## config.mk

```make
export PLATFORM = sky130hd
export DESIGN_NAME = mc_run_sequencer
export DESIGN_NICKNAME = d
export VERILOG_FILES = /design/src/rtl/mc_pkg.sv /design/src/rtl/mc_done_aggregator.sv /design/src/rtl/mc_run_sequencer.sv
export SDC_FILE = /design/constraint.sdc
export NUM_CORES = 1
export LEC_CHECK = 0
export ABC_AREA = 0
export CELL_PAD_IN_SITES_DETAIL_PLACEMENT = 1
export CELL_PAD_IN_SITES_GLOBAL_PLACEMENT = 1
export CORE_MARGIN = 3
export CORE_UTILIZATION = 17
export CTS_CLUSTER_SIZE = 14
export DETAILED_ROUTE_END_ITERATION = 10
export PLACE_DENSITY_LB_ADDON = 0.1
export SYNTH_ARGS = -nofsm -noshare
export SYNTH_HDL_FRONTEND = slang
export SYNTH_SLANG_ARGS = --single-unit
```

## constraint.sdc

```tcl
create_clock -name clk -period 2.5 [get_ports clk]
set_clock_uncertainty 0.1 [all_clocks]
set_input_delay 0.75 -clock clk [delete_from_list [all_inputs] [get_ports clk]]
set_output_delay 0.75 -clock clk [all_outputs]
set_load 0.1 [all_outputs]
```

## src/rtl/mc_pkg.sv

```systemverilog
// Shared types and default widths for the multicore run sequencer.
// State codes are visible on the state output, so they are fixed here.
package mc_pkg;

  typedef enum logic [2:0] {
    S_IDLE    = 3'd0,
    S_RX_IMEM = 3'd1,
    S_RX_DMEM = 3'd2,
    S_EXEC    = 3'd3,
    S_TX_DMEM = 3'd4,
    S_FINISH  = 3'd5,
    S_ERROR   = 3'd6
  } state_t;

  localparam int DEF_CORE_WORD = 12;
  localparam int DEF_DADDR_W   = 12;
  localparam int DEF_IADDR_W   = 8;

endpackage

```

## src/rtl/mc_done_aggregator.sv

```systemverilog
// Sticky per-core completion tracking and the all-enabled-done reduction.
// A done seen in the evaluation cycle itself counts toward completion.
module mc_done_aggregator #(
  parameter int NUM_CORES = 4
) (
  input  logic                 clk,
  input  logic                 rst,
  input  logic                 clear,
  input  logic [NUM_CORES-1:0] core_done,
  input  logic [NUM_CORES-1:0] core_enable,
  output logic                 all_done
);

  logic [NUM_CORES-1:0] done_seen;

  always_ff @(posedge clk) begin
    if (rst || clear) begin
      done_seen <= '0;
    end else begin
      done_seen <= done_seen | core_done;
    end
  end

  assign all_done = &(done_seen | core_done | ~core_enable);

endmodule

```

## src/rtl/mc_run_sequencer.sv

```systemverilog
// Job sequencer for the multicore top: load, execute, transmit, with
// memory port muxing, loop mode, timeout and a saturating cycle counter.
module mc_run_sequencer
  import mc_pkg::*;
#(
  parameter int          NUM_CORES      = 4,
  parameter int          CORE_WORD      = mc_pkg::DEF_CORE_WORD,
  parameter int          DADDR_W        = mc_pkg::DEF_DADDR_W,
  parameter int          IADDR_W        = mc_pkg::DEF_IADDR_W,
  parameter int          IWORD_W        = 8,
  parameter int          CNT_W          = 26,
  parameter int unsigned TIMEOUT_CYCLES = 0
) (
  input  logic                           clk,
  input  logic                           rst,
  input  logic                           go,
  input  logic                           loop_mode,
  input  logic [NUM_CORES-1:0]           core_enable,
  input  logic                           imem_rx_done,
  input  logic                           dmem_rx_done,
  input  logic                           dmem_tx_done,
  input  logic [NUM_CORES-1:0]           core_done,
  input  logic                           rx_byte_valid,
  output logic                           imem_rx_byte_valid,
  output logic                           dmem_rx_byte_valid,
  input  logic [DADDR_W-1:0]             uart_daddr,
  input  logic [NUM_CORES*CORE_WORD-1:0] uart_dwdata,
  input  logic                           uart_dwe,
  input  logic [DADDR_W-1:0]             core_daddr,
  input  logic [NUM_CORES*CORE_WORD-1:0] core_dwdata,
  input  logic                           core_dwe,
  output logic [DADDR_W-1:0]             dmem_addr,
  output logic [NUM_CORES*CORE_WORD-1:0] dmem_wdata,
  output logic                           dmem_we,
  input  logic [IADDR_W-1:0]             uart_iaddr,
  input  logic [IADDR_W-1:0]             core_iaddr,
  output logic [IADDR_W-1:0]             imem_addr,
  output logic                           core_start,
  output logic                           tx_start,
  output logic [2:0]                     state,
  output logic [CNT_W-1:0]               cycle_count,
  output logic                           count_valid,
  output logic                           timeout_err
);

  if (IWORD_W <= 0) begin : g_bad_iword
    $error("IWORD_W must be positive");
  end

  localparam logic [CNT_W-1:0] TO_LIMIT = CNT_W'(TIMEOUT_CYCLES);
  localparam bit               TO_EN    = (TIMEOUT_CYCLES != 0);

  state_t cur;
  state_t nxt;
  logic   all_done;
  logic   timeout_hit;
  logic   enter_exec;
  logic   leave_exec;

  assign state       = cur;
  assign enter_exec  = (cur == S_RX_DMEM) && (nxt == S_EXEC);
  assign leave_exec  = (cur == S_EXEC) && (nxt != S_EXEC);
  // cycle_count equals the EXEC cycle index until it saturates
  assign timeout_hit = TO_EN && (cycle_count == TO_LIMIT);

  mc_done_aggregator #(
    .NUM_CORES(NUM_CORES)
  ) u_done (
    .clk        (clk),
    .rst        (rst),
    .clear      (enter_exec),
    .core_done  (core_done),
    .core_enable(core_enable),
    .all_done   (all_done)
  );

  always_ff @(posedge clk) begin
    if (rst) begin
      cur <= S_IDLE;
    end else begin
      cur <= nxt;
    end
  end

  always_comb begin
    nxt = cur;
    case (cur)
      S_IDLE:    if (go) nxt = S_RX_IMEM;
      S_RX_IMEM: if (imem_rx_done) nxt = S_RX_DMEM;
      S_RX_DMEM: if (dmem_rx_done) nxt = S_EXEC;
      S_EXEC: begin
        if (all_done) nxt = S_TX_DMEM;
        else if (timeout_hit) nxt = S_ERROR;
      end
      S_TX_DMEM: begin
        if (dmem_tx_done) nxt = loop_mode ? S_RX_DMEM : S_FINISH;
      end
      S_FINISH,
      S_ERROR:   if (go) nxt = S_RX_IMEM;
      default:   nxt = S_IDLE;
    endcase
  end

  always_comb begin
    dmem_addr          = '0;
    dmem_wdata         = '0;
    dmem_we            = 1'b0;
    imem_addr          = '0;
    imem_rx_byte_valid = 1'b0;
    dmem_rx_byte_valid = 1'b0;
    case (cur)
      S_RX_IMEM: begin
        imem_addr          = uart_iaddr;
        imem_rx_byte_valid = rx_byte_valid;
      end
      S_RX_DMEM: begin
        dmem_addr          = uart_daddr;
        dmem_wdata         = uart_dwdata;
        dmem_we            = uart_dwe;
        dmem_rx_byte_valid = rx_byte_valid;
      end
      S_EXEC: begin
        dmem_addr  = core_daddr;
        dmem_wdata = core_dwdata;
        dmem_we    = core_dwe;
        imem_addr  = core_iaddr;
      end
      S_TX_DMEM: begin
        dmem_addr  = uart_daddr;
        dmem_wdata = uart_dwdata;
        dmem_we    = uart_dwe;
      end
      default: ;
    endcase
  end

  always_ff @(posedge clk) begin
    if (rst) begin
      core_start  <= 1'b0;
      tx_start    <= 1'b0;
      cycle_count <= '0;
      count_valid <= 1'b0;
      timeout_err <= 1'b0;
    end else begin
      core_start <= enter_exec;
      tx_start   <= (cur == S_EXEC) && (nxt == S_TX_DMEM);
      if (enter_exec) begin
        cycle_count <= '0;
        count_valid <= 1'b0;
      end else if (leave_exec) begin
        count_valid <= 1'b1;
      end else if (cur == S_EXEC && cycle_count != '1) begin
        cycle_count <= cycle_count + CNT_W'(1);
      end
      if (cur == S_EXEC && nxt == S_ERROR) begin
        timeout_err <= 1'b1;
      end else if ((cur == S_FINISH || cur == S_ERROR) && go) begin
        timeout_err <= 1'b0;
      end
    end
  end

endmodule

```

==> results of run 1 <==
## sequential cells by signal, indices dropped and copies added, names as in the netlist
signal,flops
cycle_count,26
u_done.done_seen,4
state,3
core_start,1
count_valid,1
timeout_err,1
tx_start,1
## cell usage after synthesis, drive strengths merged, types with 7 or more instances
cell type	number	area, um2
a22o	69	604.3
nand3	9	50.05
xnor2	10	87.58
dfxtp	37	740.7
nand2	17	63.81
or4	8	60.06
a21oi	13	65.06
inv	8	30.03
nor3b	8	60.06
nand4	7	43.79
clkbuf	19	71.32
nor2	30	112.6
## kinds of logic after synthesis
| family | after synthesis |
|---|---|
| AO/OA/AOI/OAI | 114 |
| AND/OR/NAND/NOR | 103 |
| flip-flops | 37 |
| buffers and inverters | 33 |
| XOR/XNOR | 12 |
| multiplexers | 5 |
| adder cells (fa/ha/maj) | 1 |
## worst min-delay path by stage
stage                                    from                              to  slack (ns)
2_1_floorplan  u_done.done_seen[0]$_SDFF_PP0_  u_done.done_seen[0]$_SDFF_PP0_        0.35
3_3_place_gp         timeout_err$_SDFFE_PP0P_        timeout_err$_SDFFE_PP0P_        0.32
3_5_place_dp         timeout_err$_SDFFE_PP0P_        timeout_err$_SDFFE_PP0P_        0.35
4_1_cts              timeout_err$_SDFFE_PP0P_        timeout_err$_SDFFE_PP0P_        0.36
5_1_grt              timeout_err$_SDFFE_PP0P_        timeout_err$_SDFFE_PP0P_        0.38
6_report             timeout_err$_SDFFE_PP0P_        timeout_err$_SDFFE_PP0P_        0.35
## metal layers
layer  routed length, um  part of all wire [%]  global-route usage [%]  vias up
met5                   0                     0                       0        -
met4                 258                   1.5                   4.182        0
met3                1063                   6.1                   4.333       17
met2                9291                    53                   34.69      136
met1                6759                    39                   21.35     1803
li1                    -                     -                       -     1772
## timing repair
action,4_1_cts,5_1_grt
pin swaps,9,25
cloned,0,7
endpoints found under the setup margin,83,86
resized for setup,19,46
hold buffers,0,0
buffers inserted,2,7
## critical path, delay by kind of cell
| family | cells | cell delay [ns] |
|---|---|---|
| compound gates | 1 | 0.28 |
| buf+inv | 2 | 0.62 |
## area by class of cell
class                           instances  area (um2)
Sequential cell                        37       792.0
Fill cell                            1519        7023
Multi-Input combinational cell        236        2221
Tap cell                              180       225.2
Clock buffer                            7       142.6
Inverter                                8       30.03
Antenna cell                            1       2.502
Timing Repair Buffer                  308        3767
## stage by stage
step | setup slack (ns) | utilization [%] | cell area (um2) | hold WS, ns
final | 0.005866 | 50.56 | 7181 | 0.3484
after global routing | -0.04394 | 50.54 | 7178 | 0.3794
after CTS | -0.02796 | 47.15 | 6698 | 0.3556
after detailed placement | -0.5319 | 45.61 | 6479 | 0.3470
after global placement | -0.4179 | 45.61 | 6479 | 0.3241
after floorplan | -0.4483 | - | 2831 | 0.3494
## power groups by stage
stage / clock network, uW / registers [uW] / logic, uW
after floorplan: 0 / 646 / 743
after global placement: 0 / 625 / 1440
after detailed placement: 0 / 625 / 1450
after CTS: 641 / 614 / 1460
after global routing: 677 / 616 / 1600
final: 621 / 614 / 1550
==> flow_metrics.env, run 1 <==
export IMPL_synthAdderAreaFrac_pct=0.4943
export IMPL_syn_inst=305
export IMPL_r2r_start="cycle_count[0]$_SDFFE_PP0P_"
export IMPL_ant_nets=0
export IMPL_core_um2=14200
export IMPL_yosysSeqAreaShare_pct=29.26
export IMPL_seq_power_share_pct=22.1
export IMPL_total_power_uw=2781
export IMPL_drc=0
export IMPL_finalCritPeriodShare_pct=99.77
export IMPL_finalCriticalPeriod_ns=2.494
export IMPL_layout_commonest_cell="clkdlybuf4s50_1"
export IMPL_hold_viol=0
export IMPL_relSlewSlack_pct=63.19
export IMPL_io_buffers=257
export IMPL_cp_startpoint="core_dwdata[32]"
export IMPL_rsz0062_at_grt="yes"
export IMPL_synth_distinct_cells=47
export IMPL_grt_pass1_vias=3811
export IMPL_reg2reg_to="cycle_count[20]$_SDFFE_PP0P_"
export IMPL_floorplan_rows=43
export IMPL_grt_max_degree=32
export IMPL_synth_top_family_by_area="compound AO/OA/AOI/OAI gates"
export IMPL_hold_depth=2
export IMPL_crit_fanout=1
export IMPL_p_sw_uw=1105
export IMPL_dp_hpwl_um=13700
export IMPL_dp_cells=754
export IMPL_cts_tree="yes"
export IMPL_synth_mux_area_share_pct=1.977
export IMPL_cp_required_ns=1.65
export IMPL_synth_edff_count=0
export IMPL_internal_power_uw=1676
export IMPL_crit_end="dmem_wdata[32]"
export IMPL_clock_path_buffers=2
export IMPL_final_nets=751
export IMPL_overflow=0
export IMPL_die_w_um=128.0
export IMPL_cts_sinks=37
export IMPL_slowest_stage="clkdlybuf4s50_1"
export IMPL_p_sw_share_pct=39.74
export IMPL_yosys_warnings=0
export IMPL_outcome="complete, no violations"
export IMPL_syn_avg_cell_area_um2=8.299
export IMPL_drt_total_wl_um=17370
export IMPL_fin_setup_tns_ns=0
export IMPL_tightest_slew_ns=0.5503
export IMPL_die_area_um2=16390
export IMPL_cp_cell_sequence="clkdlybuf4s50_1 -> a22o_2 -> buf_12"
export IMPL_setup_violations_final=0
export IMPL_power_leakage_uw=0.002942
export IMPL_grt_pass1_wl_um=23580
export IMPL_critPathLaunchType="input port"
export IMPL_synth_compound_area_share_pct=36.38
export IMPL_die_h_um=128.0
export IMPL_pwr_share_comb_pct=55.6
export IMPL_max_freq_mhz=400.9
export IMPL_clk_latency_ns=0.27
export IMPL_dr_first_iter_drc_count=113
export IMPL_io_pins=258
export IMPL_ir_worst_vdd_mv=0.2314
export IMPL_firstDrtPassIters=4
export IMPL_fin_cells=777
export IMPL_vias=3728
export IMPL_gp_congestion=0.8372
export IMPL_holdCritPathClass="reg -> reg"
export IMPL_ys_ff_latch=37
export IMPL_drive_gt1_share_pct=47.99
export IMPL_cellPowerDensity_nw_per_um2=387.3
export IMPL_cts_max_level=2
export IMPL_cts_clk_slew_worst_paths_ns=0.05
export IMPL_clk_root_buffer_cell="clkbuf_16"
export IMPL_synth_flop_cell="dfxtp_1"
export IMPL_finalMaxSlewViolations=0
export IMPL_critPathKind="in -> out"
export IMPL_layout_common_cells="144 x clkdlybuf4s50_1, 78 x buf_12, 67 x buf_4"
export IMPL_reg2reg_slack_ns=0.19
export IMPL_synth_simple_area_share_pct=22.39
export IMPL_initial_utilization_pct=17.82
export IMPL_pwr_share_clk_pct=22.3
export IMPL_synth_async_reset_ratio_pct=0
export IMPL_cap_violations=0
export IMPL_worstPathArrival_ns=1.64
export IMPL_numCtsBuffers=5
export IMPL_synth_area_um2=2531
export IMPL_vias_per_cell=4.798
export IMPL_synth_fp_nets=460
export IMPL_wl_per_cell_um=22.36
export IMPL_antenna_found_initial=0
export IMPL_grtUsageTotal_pct=18.58
export IMPL_synth_xor_area_share_pct=4.152
export IMPL_syn2layout_area_growth_pct=183.7
export IMPL_endpoint_kind="primary output"
export IMPL_critPathMaxStageDelay_ns=0.45
export IMPL_worstRegToRegCells=7
Power figures use the tool's default switching activity.
==> inputs of run 2 (changes only) <==
--- a/config.mk
+++ b/config.mk
@@ -13,6 +13,7 @@
 export CTS_CLUSTER_SIZE = 14
 export DETAILED_ROUTE_END_ITERATION = 10
 export PLACE_DENSITY_LB_ADDON = 0.1
+export SLEW_MARGIN = 10
 export SYNTH_ARGS = -nofsm -noshare
 export SYNTH_HDL_FRONTEND = slang
 export SYNTH_SLANG_ARGS = --single-unit
==> results of run 2 <==
The final DEF is identical to that of run 1; final timing and power are the same.
==> inputs of run 3 (changes only) <==
--- a/config.mk
+++ b/config.mk
@@ -6,6 +6,7 @@
 export NUM_CORES = 1
 export LEC_CHECK = 0
 export ABC_AREA = 0
+export CAP_MARGIN = 20
 export CELL_PAD_IN_SITES_DETAIL_PLACEMENT = 1
 export CELL_PAD_IN_SITES_GLOBAL_PLACEMENT = 1
 export CORE_MARGIN = 3
==> results of run 3 <==
The final DEF is identical to that of run 1; final timing and power are the same.
